$ cat config.mk
export PLATFORM = sky130hd
export DESIGN_NAME = direction_synthesizer
export DESIGN_NICKNAME = d
export VERILOG_FILES = /design/src/rtl/localization_pkg.sv /design/src/rtl/cordic_rotator.sv /design/src/rtl/direction_synthesizer.sv
export SDC_FILE = /design/constraint.sdc
export NUM_CORES = 1
export LEC_CHECK = 0
export ABC_AREA = 1
export CELL_PAD_IN_SITES_DETAIL_PLACEMENT = 1
export CELL_PAD_IN_SITES_GLOBAL_PLACEMENT = 1
export CORE_MARGIN = 2
export CORE_UTILIZATION = 44
export DETAILED_ROUTE_END_ITERATION = 7
export HOLD_SLACK_MARGIN = 0.12
export PLACE_DENSITY_LB_ADDON = 0.1
export SLEW_MARGIN = 20
export SYNTH_ARGS = -nofsm -noshare
export SYNTH_HDL_FRONTEND = slang
export SYNTH_HIERARCHICAL = 1
export SYNTH_SLANG_ARGS = --single-unit
$ cat constraint.sdc
create_clock -name clk_in -period 4.5 [get_ports clk_in]
set_input_delay 0.9 -clock clk_in [delete_from_list [all_inputs] [get_ports clk_in]]
set_output_delay 0.9 -clock clk_in [all_outputs]
set_load 0.01 [all_outputs]
$ cat src/rtl/localization_pkg.sv
// Shared definitions for the direction synthesis path.
//   - ATAN_TABLE        : CORDIC arctangent table, Q3.13 radians, index = micro-rotation
//   - CORDIC_GAIN_INIT  : 1/K pre-scale so the rotated vector lands at 1.0 (Q2.14)
//   - PI_Q13 / HALF_PI_Q13 : quadrant folding constants, Q3.13
//   - state_t           : top-level sequencing states
//   - sat16             : 18-bit signed to 16-bit signed saturation
//   - dither_word       : adds signed LFSR nibbles to a {y, x} vector with saturation
package localization_pkg;

    localparam logic signed [15:0] ATAN_TABLE [0:15] = '{
        16'sd6434, 16'sd3798, 16'sd2007, 16'sd1019,
        16'sd511,  16'sd256,  16'sd128,  16'sd64,
        16'sd32,   16'sd16,   16'sd8,    16'sd4,
        16'sd2,    16'sd1,    16'sd0,    16'sd0
    };

    localparam logic signed [17:0] CORDIC_GAIN_INIT = 18'sd9949;
    localparam logic signed [15:0] PI_Q13           = 16'sd25736;
    localparam logic signed [15:0] HALF_PI_Q13      = 16'sd12868;

    typedef enum logic [1:0] {
        IDLE,
        ROTATE,
        EMIT
    } state_t;

    // Out of range whenever the three top bits disagree.
    function automatic logic signed [15:0] sat16(input logic signed [17:0] v);
        if (v[17:15] == 3'b000 || v[17:15] == 3'b111)
            return v[15:0];
        else if (v[17])
            return 16'sh8000;
        else
            return 16'sh7FFF;
    endfunction

    function automatic logic [31:0] dither_word(input logic signed [15:0] x,
                                                input logic signed [15:0] y,
                                                input logic [15:0] lfsr);
        logic signed [17:0] xs;
        logic signed [17:0] ys;
        xs = {{2{x[15]}}, x} + {{14{lfsr[3]}}, lfsr[3:0]};
        ys = {{2{y[15]}}, y} + {{14{lfsr[7]}}, lfsr[7:4]};
        return {sat16(ys), sat16(xs)};
    endfunction

endpackage

$ cat src/rtl/cordic_rotator.sv
// Iterative rotation-mode CORDIC producing cos/sin of a Q3.13 angle in Q2.14.
// Ports:
//   clk_in, rst_in : clock, synchronous active-high reset (aborts any rotation)
//   start_in       : load angle_in and begin (pre-rotation applied at load)
//   angle_in       : signed Q3.13 radians, any value
//   done_out       : high for one cycle when x_out/y_out hold the final result
//   x_out, y_out   : cos/sin, saturated signed Q2.14
module cordic_rotator
    import localization_pkg::*;
#(
    parameter int unsigned ITERATIONS = 16
) (
    input  logic               clk_in,
    input  logic               rst_in,
    input  logic               start_in,
    input  logic signed [15:0] angle_in,
    output logic               done_out,
    output logic signed [15:0] x_out,
    output logic signed [15:0] y_out
);

    logic               busy;
    logic [4:0]         iter;
    logic signed [17:0] x_q;
    logic signed [17:0] y_q;
    logic signed [15:0] z_q;
    logic               negate_q;

    logic signed [17:0] x_shift;
    logic signed [17:0] y_shift;
    logic signed [17:0] x_fin;
    logic signed [17:0] y_fin;
    logic signed [15:0] atan_i;

    always_comb begin
        x_shift = x_q >>> iter;
        y_shift = y_q >>> iter;
        atan_i  = ATAN_TABLE[iter[3:0]];
        x_fin   = negate_q ? -x_q : x_q;
        y_fin   = negate_q ? -y_q : y_q;
        x_out   = sat16(x_fin);
        y_out   = sat16(y_fin);
    end

    // Result is read combinationally in the cycle after the last micro-rotation.
    assign done_out = busy && (iter == 5'(ITERATIONS));

    always_ff @(posedge clk_in) begin
        if (rst_in) begin
            busy     <= 1'b0;
            iter     <= '0;
            x_q      <= '0;
            y_q      <= '0;
            z_q      <= '0;
            negate_q <= 1'b0;
        end else if (start_in) begin
            busy <= 1'b1;
            iter <= '0;
            x_q  <= CORDIC_GAIN_INIT;
            y_q  <= '0;
            // Fold outer quadrants onto the convergence range; rotating by pi
            // is a negation of the final vector.
            if (angle_in > HALF_PI_Q13) begin
                z_q      <= angle_in - PI_Q13;
                negate_q <= 1'b1;
            end else if (angle_in < -HALF_PI_Q13) begin
                z_q      <= angle_in + PI_Q13;
                negate_q <= 1'b1;
            end else begin
                z_q      <= angle_in;
                negate_q <= 1'b0;
            end
        end else if (busy) begin
            if (iter == 5'(ITERATIONS)) begin
                busy <= 1'b0;
            end else begin
                if (!z_q[15]) begin
                    x_q <= x_q - y_shift;
                    y_q <= y_q + x_shift;
                    z_q <= z_q - atan_i;
                end else begin
                    x_q <= x_q + y_shift;
                    y_q <= y_q - x_shift;
                    z_q <= z_q + atan_i;
                end
                iter <= iter + 5'd1;
            end
        end
    end

endmodule

$ cat src/rtl/direction_synthesizer.sv
// Turns one angle into QUANTITY identical {y, x} unit direction beats on a
// valid/ready stream.
// Ports:
//   clk_in, rst_in        : clock, synchronous active-high reset
//   angle_in              : signed Q3.13 radians (modulo 2*pi)
//   angle_valid_in        : angle handshake valid
//   angle_ready_out       : high only while idle
//   direction_out         : {y[31:16], x[15:0]}, signed Q2.14
//   direction_valid_out   : direction_out valid
//   direction_ready_in    : downstream accepts beat
//   direction_last_out    : marks beat QUANTITY-1
// Build option: define DIRECTION_SYNTH_DITHER_EN to add per-beat LFSR dither.
module direction_synthesizer
    import localization_pkg::*;
#(
    parameter int unsigned DATA_WIDTH = 32,
    parameter int unsigned QUANTITY   = 512,
    parameter int unsigned ITERATIONS = 16
) (
    input  logic                  clk_in,
    input  logic                  rst_in,
    input  logic signed [15:0]    angle_in,
    input  logic                  angle_valid_in,
    output logic                  angle_ready_out,
    output logic [DATA_WIDTH-1:0] direction_out,
    output logic                  direction_valid_out,
    input  logic                  direction_ready_in,
    output logic                  direction_last_out
);

    localparam int unsigned CNT_W = $clog2(QUANTITY) + 1;
    localparam logic [CNT_W-1:0] LAST_CNT = CNT_W'(QUANTITY - 1);

    state_t             state;
    logic [CNT_W-1:0]   beat_cnt;
    logic               rot_start;
    logic               rot_done;
    logic signed [15:0] rot_x;
    logic signed [15:0] rot_y;

    assign rot_start = angle_valid_in && angle_ready_out;

    cordic_rotator #(
        .ITERATIONS(ITERATIONS)
    ) u_rotator (
        .clk_in  (clk_in),
        .rst_in  (rst_in),
        .start_in(rot_start),
        .angle_in(angle_in),
        .done_out(rot_done),
        .x_out   (rot_x),
        .y_out   (rot_y)
    );

`ifdef DIRECTION_SYNTH_DITHER_EN
    logic [15:0]        lfsr;
    logic [15:0]        lfsr_next;
    logic signed [15:0] base_x;
    logic signed [15:0] base_y;

    assign lfsr_next = {1'b0, lfsr[15:1]} ^ (lfsr[0] ? 16'hB400 : 16'h0000);
`endif

    always_ff @(posedge clk_in) begin
        if (rst_in) begin
            state               <= IDLE;
            angle_ready_out     <= 1'b1;
            direction_out       <= '0;
            direction_valid_out <= 1'b0;
            direction_last_out  <= 1'b0;
            beat_cnt            <= '0;
`ifdef DIRECTION_SYNTH_DITHER_EN
            lfsr                <= 16'hACE1;
            base_x              <= '0;
            base_y              <= '0;
`endif
        end else begin
            case (state)
                IDLE: begin
                    if (rot_start) begin
                        state           <= ROTATE;
                        angle_ready_out <= 1'b0;
                    end
                end
                ROTATE: begin
                    if (rot_done) begin
                        state               <= EMIT;
                        direction_valid_out <= 1'b1;
                        direction_last_out  <= (QUANTITY == 1);
                        beat_cnt            <= '0;
`ifdef DIRECTION_SYNTH_DITHER_EN
                        base_x              <= rot_x;
                        base_y              <= rot_y;
                        direction_out       <= DATA_WIDTH'(dither_word(rot_x, rot_y, lfsr));
`else
                        direction_out       <= DATA_WIDTH'({rot_y, rot_x});
`endif
                    end
                end
                EMIT: begin
                    if (direction_ready_in) begin
`ifdef DIRECTION_SYNTH_DITHER_EN
                        lfsr <= lfsr_next;
`endif
                        if (beat_cnt == LAST_CNT) begin
                            state               <= IDLE;
                            direction_valid_out <= 1'b0;
                            direction_last_out  <= 1'b0;
                            angle_ready_out     <= 1'b1;
                            beat_cnt            <= '0;
                        end else begin
                            beat_cnt           <= beat_cnt + CNT_W'(1);
                            direction_last_out <= (beat_cnt + CNT_W'(1) == LAST_CNT);
`ifdef DIRECTION_SYNTH_DITHER_EN
                            // Next beat's word is prepared from the advanced LFSR.
                            direction_out <= DATA_WIDTH'(dither_word(base_x, base_y, lfsr_next));
`endif
                        end
                    end
                end
                default: begin
                    state           <= IDLE;
                    angle_ready_out <= 1'b1;
                end
            endcase
        end
    end

endmodule

* Yosys cells after proc, flatten, opt, wreduce, memory -nomap -nowiden
Memory sizes are Yosys's and may differ from the RTL's. Index checks and enable logic that the tools add are counted.
Storage, ports and cells: memories 1, logic and storage cells 108, bits in read-only memories 256, output and inout port bits 35, input bits 20, register bits after elaboration 106
Memory list:
- (no name shown) | words 16, bits a word 16, rd ports 1, clocked after Yosys merged registers in 0, write ports 0, line cordic_rotator.sv:38 | atan_i = ATAN_TABLE[iter[3:0]];
Cells by class: bitwise logic cells 3, order comparisons 3, multiplexer cells 45, shift operators 2, add/subtract/negate cells 12, equality and inequality tests 12, reductions and logical operators 17
Operator list (number):
- two-way mux 16 bit | 12
- two-way mux 18 bit | 4
- two-way mux 14 bit | 3
- adder 18 bit | 2
- negator 18 bit | 2
- >>> shifter 18 x 5 -> 18 bit | 2
- subtractor 18 bit | 2
- two-way mux 10 bit | 3
- == test 10 x 9 -> 1 bit (second input constant) | 2
- one-hot mux 10 bit (2 select lines) | 1
- adder 16 bit | 1
- adder 16 bit (second input constant) | 1
- > comparator 16 x 15 -> 1 bit (second input constant) | 1
- less-than comparator 16 x 15 -> 1 bit (second input constant) | 1
- subtractor 16 bit | 1
- subtractor 16 bit (second input constant) | 1
- two-way mux 1 bit | 14
- AND reduction 4 bit | 3
- adder 10 x 1 -> 10 bit (second input constant) | 1
- inequality test 2 bit (second input constant) | 5
- two-way mux 2 bit | 4
- == test 3 bit (second input constant) | 2
- zero test 3 bit | 2
- one-hot mux 2 bit (3 select lines) | 1
- 16 further kinds | 23

* Logic depth before layout (Yosys ltp)
depth after elaboration 9, gate-level depth with buffers 31, mapped depth without buffers 29

* Cells and area by module
The synthesis kept the hierarchy.
Modules (own cells, without submodules):
- cordic_rotator | times used 1, seq. area each 1181.1 sq um, cells each 1542, area an instance 9029.9 sq um
- direction_synthesizer | times used 1, seq. area each 940.9 sq um, cells each 275, area an instance 1983.2 sq um

* Worst setup path before layout
Ideal clock, no wire load.
kind register to register, start point register u_rotator.iter[0], end point register u_rotator.z_q[13], data arrival time 3.600 ns, setup time 0.116 ns, stages on the path, launching flop included 26, path buffers 3, required time 4.384 ns, period minus slack after synthesis 3.717 ns, path slack 0.783 ns, path through dfxtp_1 > buf_6 > inv_4 > buf_6 > buf_8 > ha_1 > inv_1 > nand2_1 > nand2_1 > o22ai_1 > inv_2 > ha_1 > inv_1 > nor3b_1 > nand4_1 > o21ai_2 > xor2_1 > ha_1 > a21oi_1 > inv_1 > a221oi_1 > nand3_1 > nand3_1 > nand3_1 > o211ai_1 > inv_1
Between the ends: cells in the longest elaborated chain, start to end 9, elaborated cells between the ends (all ways) 13, those cells by class add/sub: 2; eq/ne: 2; mux: 6; bitwise: 1; reduce/logical: 1; memory: 1
RTL lines:
- start, declared | line cordic_rotator.sv:23 | logic [4:0] iter;
- start signal, assigned | line cordic_rotator.sv:86 | iter <= iter + 5'd1;
- inverter 4 -> 5 bit (implied by the code) | line cordic_rotator.sv:38
- memory read (16 x 16 bit)
- two-way mux 16 bit (implied by the code) (2 in a row) | line cordic_rotator.sv:38
- subtractor 16 bit / adder 16 bit (equally long branches) | line cordic_rotator.sv:80, cordic_rotator.sv:84
- two-way mux 16 bit | line cordic_rotator.sv:77 | if (!z_q[15]) begin
- two-way mux 16 bit | line cordic_rotator.sv:74 | if (iter == 5'(ITERATIONS)) begin
- two-way mux 16 bit | line cordic_rotator.sv:73 | end else if (busy) begin
- two-way mux 16 bit | line cordic_rotator.sv:56 | end else if (start_in) begin
- end signal, assigned | line cordic_rotator.sv:64 | z_q <= angle_in - PI_Q13;
- end signal, assigned | line cordic_rotator.sv:80 | z_q <= z_q - atan_i;
- end signal, assigned | line cordic_rotator.sv:84 | z_q <= z_q + atan_i;
- end, declared | line cordic_rotator.sv:26 | logic signed [15:0] z_q;
Several ways; a longest one is shown, not always the timed one. The select of a mux whose other input is x is not followed. A chain may end at the register's enable or synchronous reset.

* Final worst setup path
start point register u_rotator.iter[0], end point register u_rotator.x_q[15]
Between the ends: cells in the longest elaborated chain, start to end 3, elaborated cells between the ends (all ways) 7, those cells by class add/sub: 2; eq/ne: 1; shift: 1; mux: 1; bitwise: 1; reduce/logical: 1
RTL lines:
- >>> shifter 18 x 5 -> 18 bit / == test 5 bit (equally long branches) | line cordic_rotator.sv:37, cordic_rotator.sv:74
- subtractor 18 bit (tied with other cells) | line cordic_rotator.sv:78 | x_q <= x_q - y_shift;
- two-way mux 18 bit / AND reduction 2 bit (equally long branches)
- end signal, assigned | line cordic_rotator.sv:78
- end signal, assigned | line cordic_rotator.sv:82 | x_q <= x_q + y_shift;
- end, declared | line cordic_rotator.sv:24 | logic signed [17:0] x_q;
Several ways; a longest one is shown, not always the timed one.

==> flow_metrics.env <==
export IMPL_whs_ps=465.4
export IMPL_start_util_pct=45.02
export IMPL_finalHoldViolCount=0
export IMPL_synth_edff_count=0
export IMPL_core_um2=24460
export IMPL_tightest_slew_ps=813.3
export IMPL_clock_sinks=106
export IMPL_clock_path_buffers=2
export IMPL_cp_required_ps=4820
export IMPL_synth_top_family_by_area="simple AND/OR/NAND/NOR gates"
export IMPL_synthMuxAreaShare_pct=0
export IMPL_maxSlewHeadroom_pct=45.72
export IMPL_antenna_found_initial=0
export IMPL_post_dp_hpwl_mm=32.05
export IMPL_crit_top_cell="inv_1"
export IMPL_synthDominantCellAreaShare_pct=19.27
export IMPL_cts_tree="yes"
export IMPL_drtPass1Iterations=7
export IMPL_ctsHoldBuffers=0
export IMPL_post_route_drc_count=0
export IMPL_syn_to_final_growth_pct=11.69
export IMPL_dpl_cell_area_um2=11930
export IMPL_layout_commonest_cell="nand2_1"
export IMPL_numCtsBuffers=9
export IMPL_grt_overflow=0
export IMPL_wl_mm=40.39
export IMPL_synth_compound_gate_area_share_pct=20.80
export IMPL_setup_tns_ps=0
export IMPL_syn_area_um2=11010
export IMPL_ctsHtreeMaxLevel=3
export IMPL_crit_path_start_kind="flop"
export IMPL_synth_simple_gate_area_share_pct=33.89
export IMPL_drt_initial_drc_count=1086
export IMPL_io_buffers=54
export IMPL_skew_ps=18.23
export IMPL_combPwrFrac_pct=62.0
export IMPL_die_x_um=162.2
export IMPL_crit_fanout=23
export IMPL_wl_per_cell_um=18.53
export IMPL_synth_cells=1817
export IMPL_postLayoutCellArea_um2=12300
export IMPL_io_pins=55
export IMPL_cpPeakStageDelay_ps=360
export IMPL_netlist_cell_type_count=57
export IMPL_hp_class="flop to flop"
export IMPL_vias=12530
export IMPL_pwr_share_seq_pct=21.7
export IMPL_grt_max_degree=57
export IMPL_p_leak_nw=5.767
export IMPL_synth_nets=1907
export IMPL_finalNetCount=1941
export IMPL_slew_violations=0
export IMPL_rows=57
export IMPL_place_gp_congestion=1.015
export IMPL_synth_xor_area_share_pct=8.021
export IMPL_clk_latency_ps=370
export IMPL_criticalPathCategory="flop to flop"
export IMPL_setup_violations=0
export IMPL_status="finished, final reports clean"
export IMPL_path_cells="inv_4, buf_12, nand2_2, nand3_2, nand2_2, o21ai_1, nand3_1, inv_1, ha_1, nand3_1, o31ai_1, xor2_1, inv_1, ha_1, nand2_1, nor2_1, nand4_1, o211ai_1, a21oi_1, o21ai_0, xor2_1, o21ai_0, inv_1"
export IMPL_crit_arrival_ps=4510
export IMPL_ys_flop_type="dfxtp_1"
export IMPL_max_freq_mhz=238.7
export IMPL_drive_gt1_share_pct=7.866
export IMPL_avgSynthCellArea_um2=6.061
export IMPL_ys_ff_latch=106
export IMPL_yosysTopAreaCell="dfxtp_1"
export IMPL_grt_usage_pct=30.63
export IMPL_post_place_ws_ps=93.25
export IMPL_switching_power_mw=2.658
export IMPL_p_int_mw=2.541
export IMPL_min_period_ps=4190
export IMPL_vdd_drop_max_mv=0.1846
export IMPL_clock_root_buffer="clkbuf_16"
export IMPL_p_per_area_nw_per_um2=422.7
export IMPL_pwr_share_clk_pct=16.3
export IMPL_utilization_pct=50.28
export IMPL_endpoint_kind="flop"
export IMPL_yosysSeqAreaShare_pct=19.27
export IMPL_die_h_um=162.2
export IMPL_yosys_warnings=6
export IMPL_layout_common_cells="472 x nand2_1, 180 x a21oi_1, 176 x inv_1, 170 x nand3_1, 136 x o21ai_0"
export IMPL_antenna_cells=0
export IMPL_finalCritPeriodShare_pct=93.10
export IMPL_synthAdderAreaFrac_pct=8.157
export IMPL_slowest_stage="ha_1"
export IMPL_nFillCells=3404
export IMPL_first_global_vias=12180
export IMPL_netlist_top_cells_area="dfxtp_1 19%, nand2_1 16%, a21oi_1 8.2%"
export IMPL_synthArstFlopShare_pct=0
export IMPL_clk_pin_slew_worst_paths_ps=80
export IMPL_grt_pass1_wl_mm=64.55
export IMPL_die_area_um2=26310
export IMPL_drv_cap=0
export IMPL_drtAntennaViolNets=0
export IMPL_vias_per_cell=5.748
export IMPL_layout_setup_ws_ps=310.4
export IMPL_switching_share_pct=51.13
## worst max-delay path, delay by kind of cell (launching register included)
family                   cells  cell delay [ps]
buffers and inverters        5              640
AND/OR/NAND/NOR              8              960
flip-flops                   1              350
XOR/XNOR                     2              390
AO/OA/AOI/OAI                6             1210
adder cells (fa/ha/maj)      2              540
## synthesized netlist by cell type, types with 20 or more instances
cell	n
inv_1	176
ha_1	67
clkbuf_1	36
buf_2	20
o21ai_0	139
nand3_1	170
xnor2_1	25
o21ai_1	24
a21oi_1	181
nand2_1	473
nor2_1	135
xor2_1	74
dfxtp_1	106
## cell families after synthesis
kind of cell,count (synthesis)
XOR/XNOR,100
flip-flops,106
buffers and inverters,264
AND/OR/NAND/NOR,861
adder cells (fa/ha/maj),70
AO/OA/AOI/OAI,416
## power groups by stage
| stage | Combinational [mW] | Clock (mW) | Sequential, mW |
|---|---|---|---|
| 4_1_cts | 3.14 | 0.861 | 1.12 |
| 3_5_place_dp | 3.11 | 0 | 1.15 |
| 6_report | 3.22 | 0.846 | 1.13 |
| 5_1_grt | 3.61 | 0.903 | 1.13 |
| 2_1_floorplan | 2.33 | 0 | 1.10 |
| 3_3_place_gp | 3.00 | 0 | 1.14 |
## metal layers
layer  vias to the layer above  track usage, %  part of all wire [%]
met5                         -               0                     0
met4                         0           7.965                   2.3
met3                        60           3.984                   6.4
met2                       375           49.90                    45
met1                      6010           42.73                    47
li1                       6086               -                     -
## area by class of cell
type / count / area (µm²) / share of cell area (%)
Clock buffer: 10 / 239.0 / 1.943
Clock inverter: 6 / 67.56 / 0.5493
Inverter: 190 / 715.7 / 5.818
Multi-Input combinational cell: 1447 / 7854 / 63.85
Sequential cell: 106 / 2128 / 17.30
Tap cell: 324 / 405.4 / 3.296
Timing Repair Buffer: 97 / 890.9 / 7.242
## what timing repair did
item                                    4_1_cts  5_1_grt
gates resized for setup                       0       23
setup buffers                                 0        1
endpoints found under the hold margin         0        0
endpoints found under the setup margin        0       18
## worst paths after layout
kind	from	end	slack, ps	cells past startpoint
min	direction_out[11]	direction_out[11]	470	2
max	u_rotator/iter[0]	u_rotator/x_q[15]	310	23
max reg2reg	u_rotator/iter[0]	u_rotator/x_q[15]	310	23
min reg2reg	direction_out[11]	direction_out[11]	470	2
## sequential cells by signal (all words and copies together) (netlist names)
| register | count |
|---|---|
| direction_valid_out | 1 |
| u_rotator/iter | 5 |
| state | 2 |
| u_rotator/busy | 1 |
| u_rotator/negate_q | 1 |
| u_rotator/z_q | 16 |
| angle_ready_out | 1 |
| direction_out | 32 |
| u_rotator/x_q | 18 |
| beat_cnt | 10 |
| direction_last_out | 1 |
| u_rotator/y_q | 18 |
## through the flow
stage	power (mW)	std cells
detailed placement	4.258	2163
floorplan	3.425	1817
CTS	5.123	2179
finish	5.199	2180
global route	5.645	2180
global placement	4.145	2163
(Power assumes the default switching activity.)
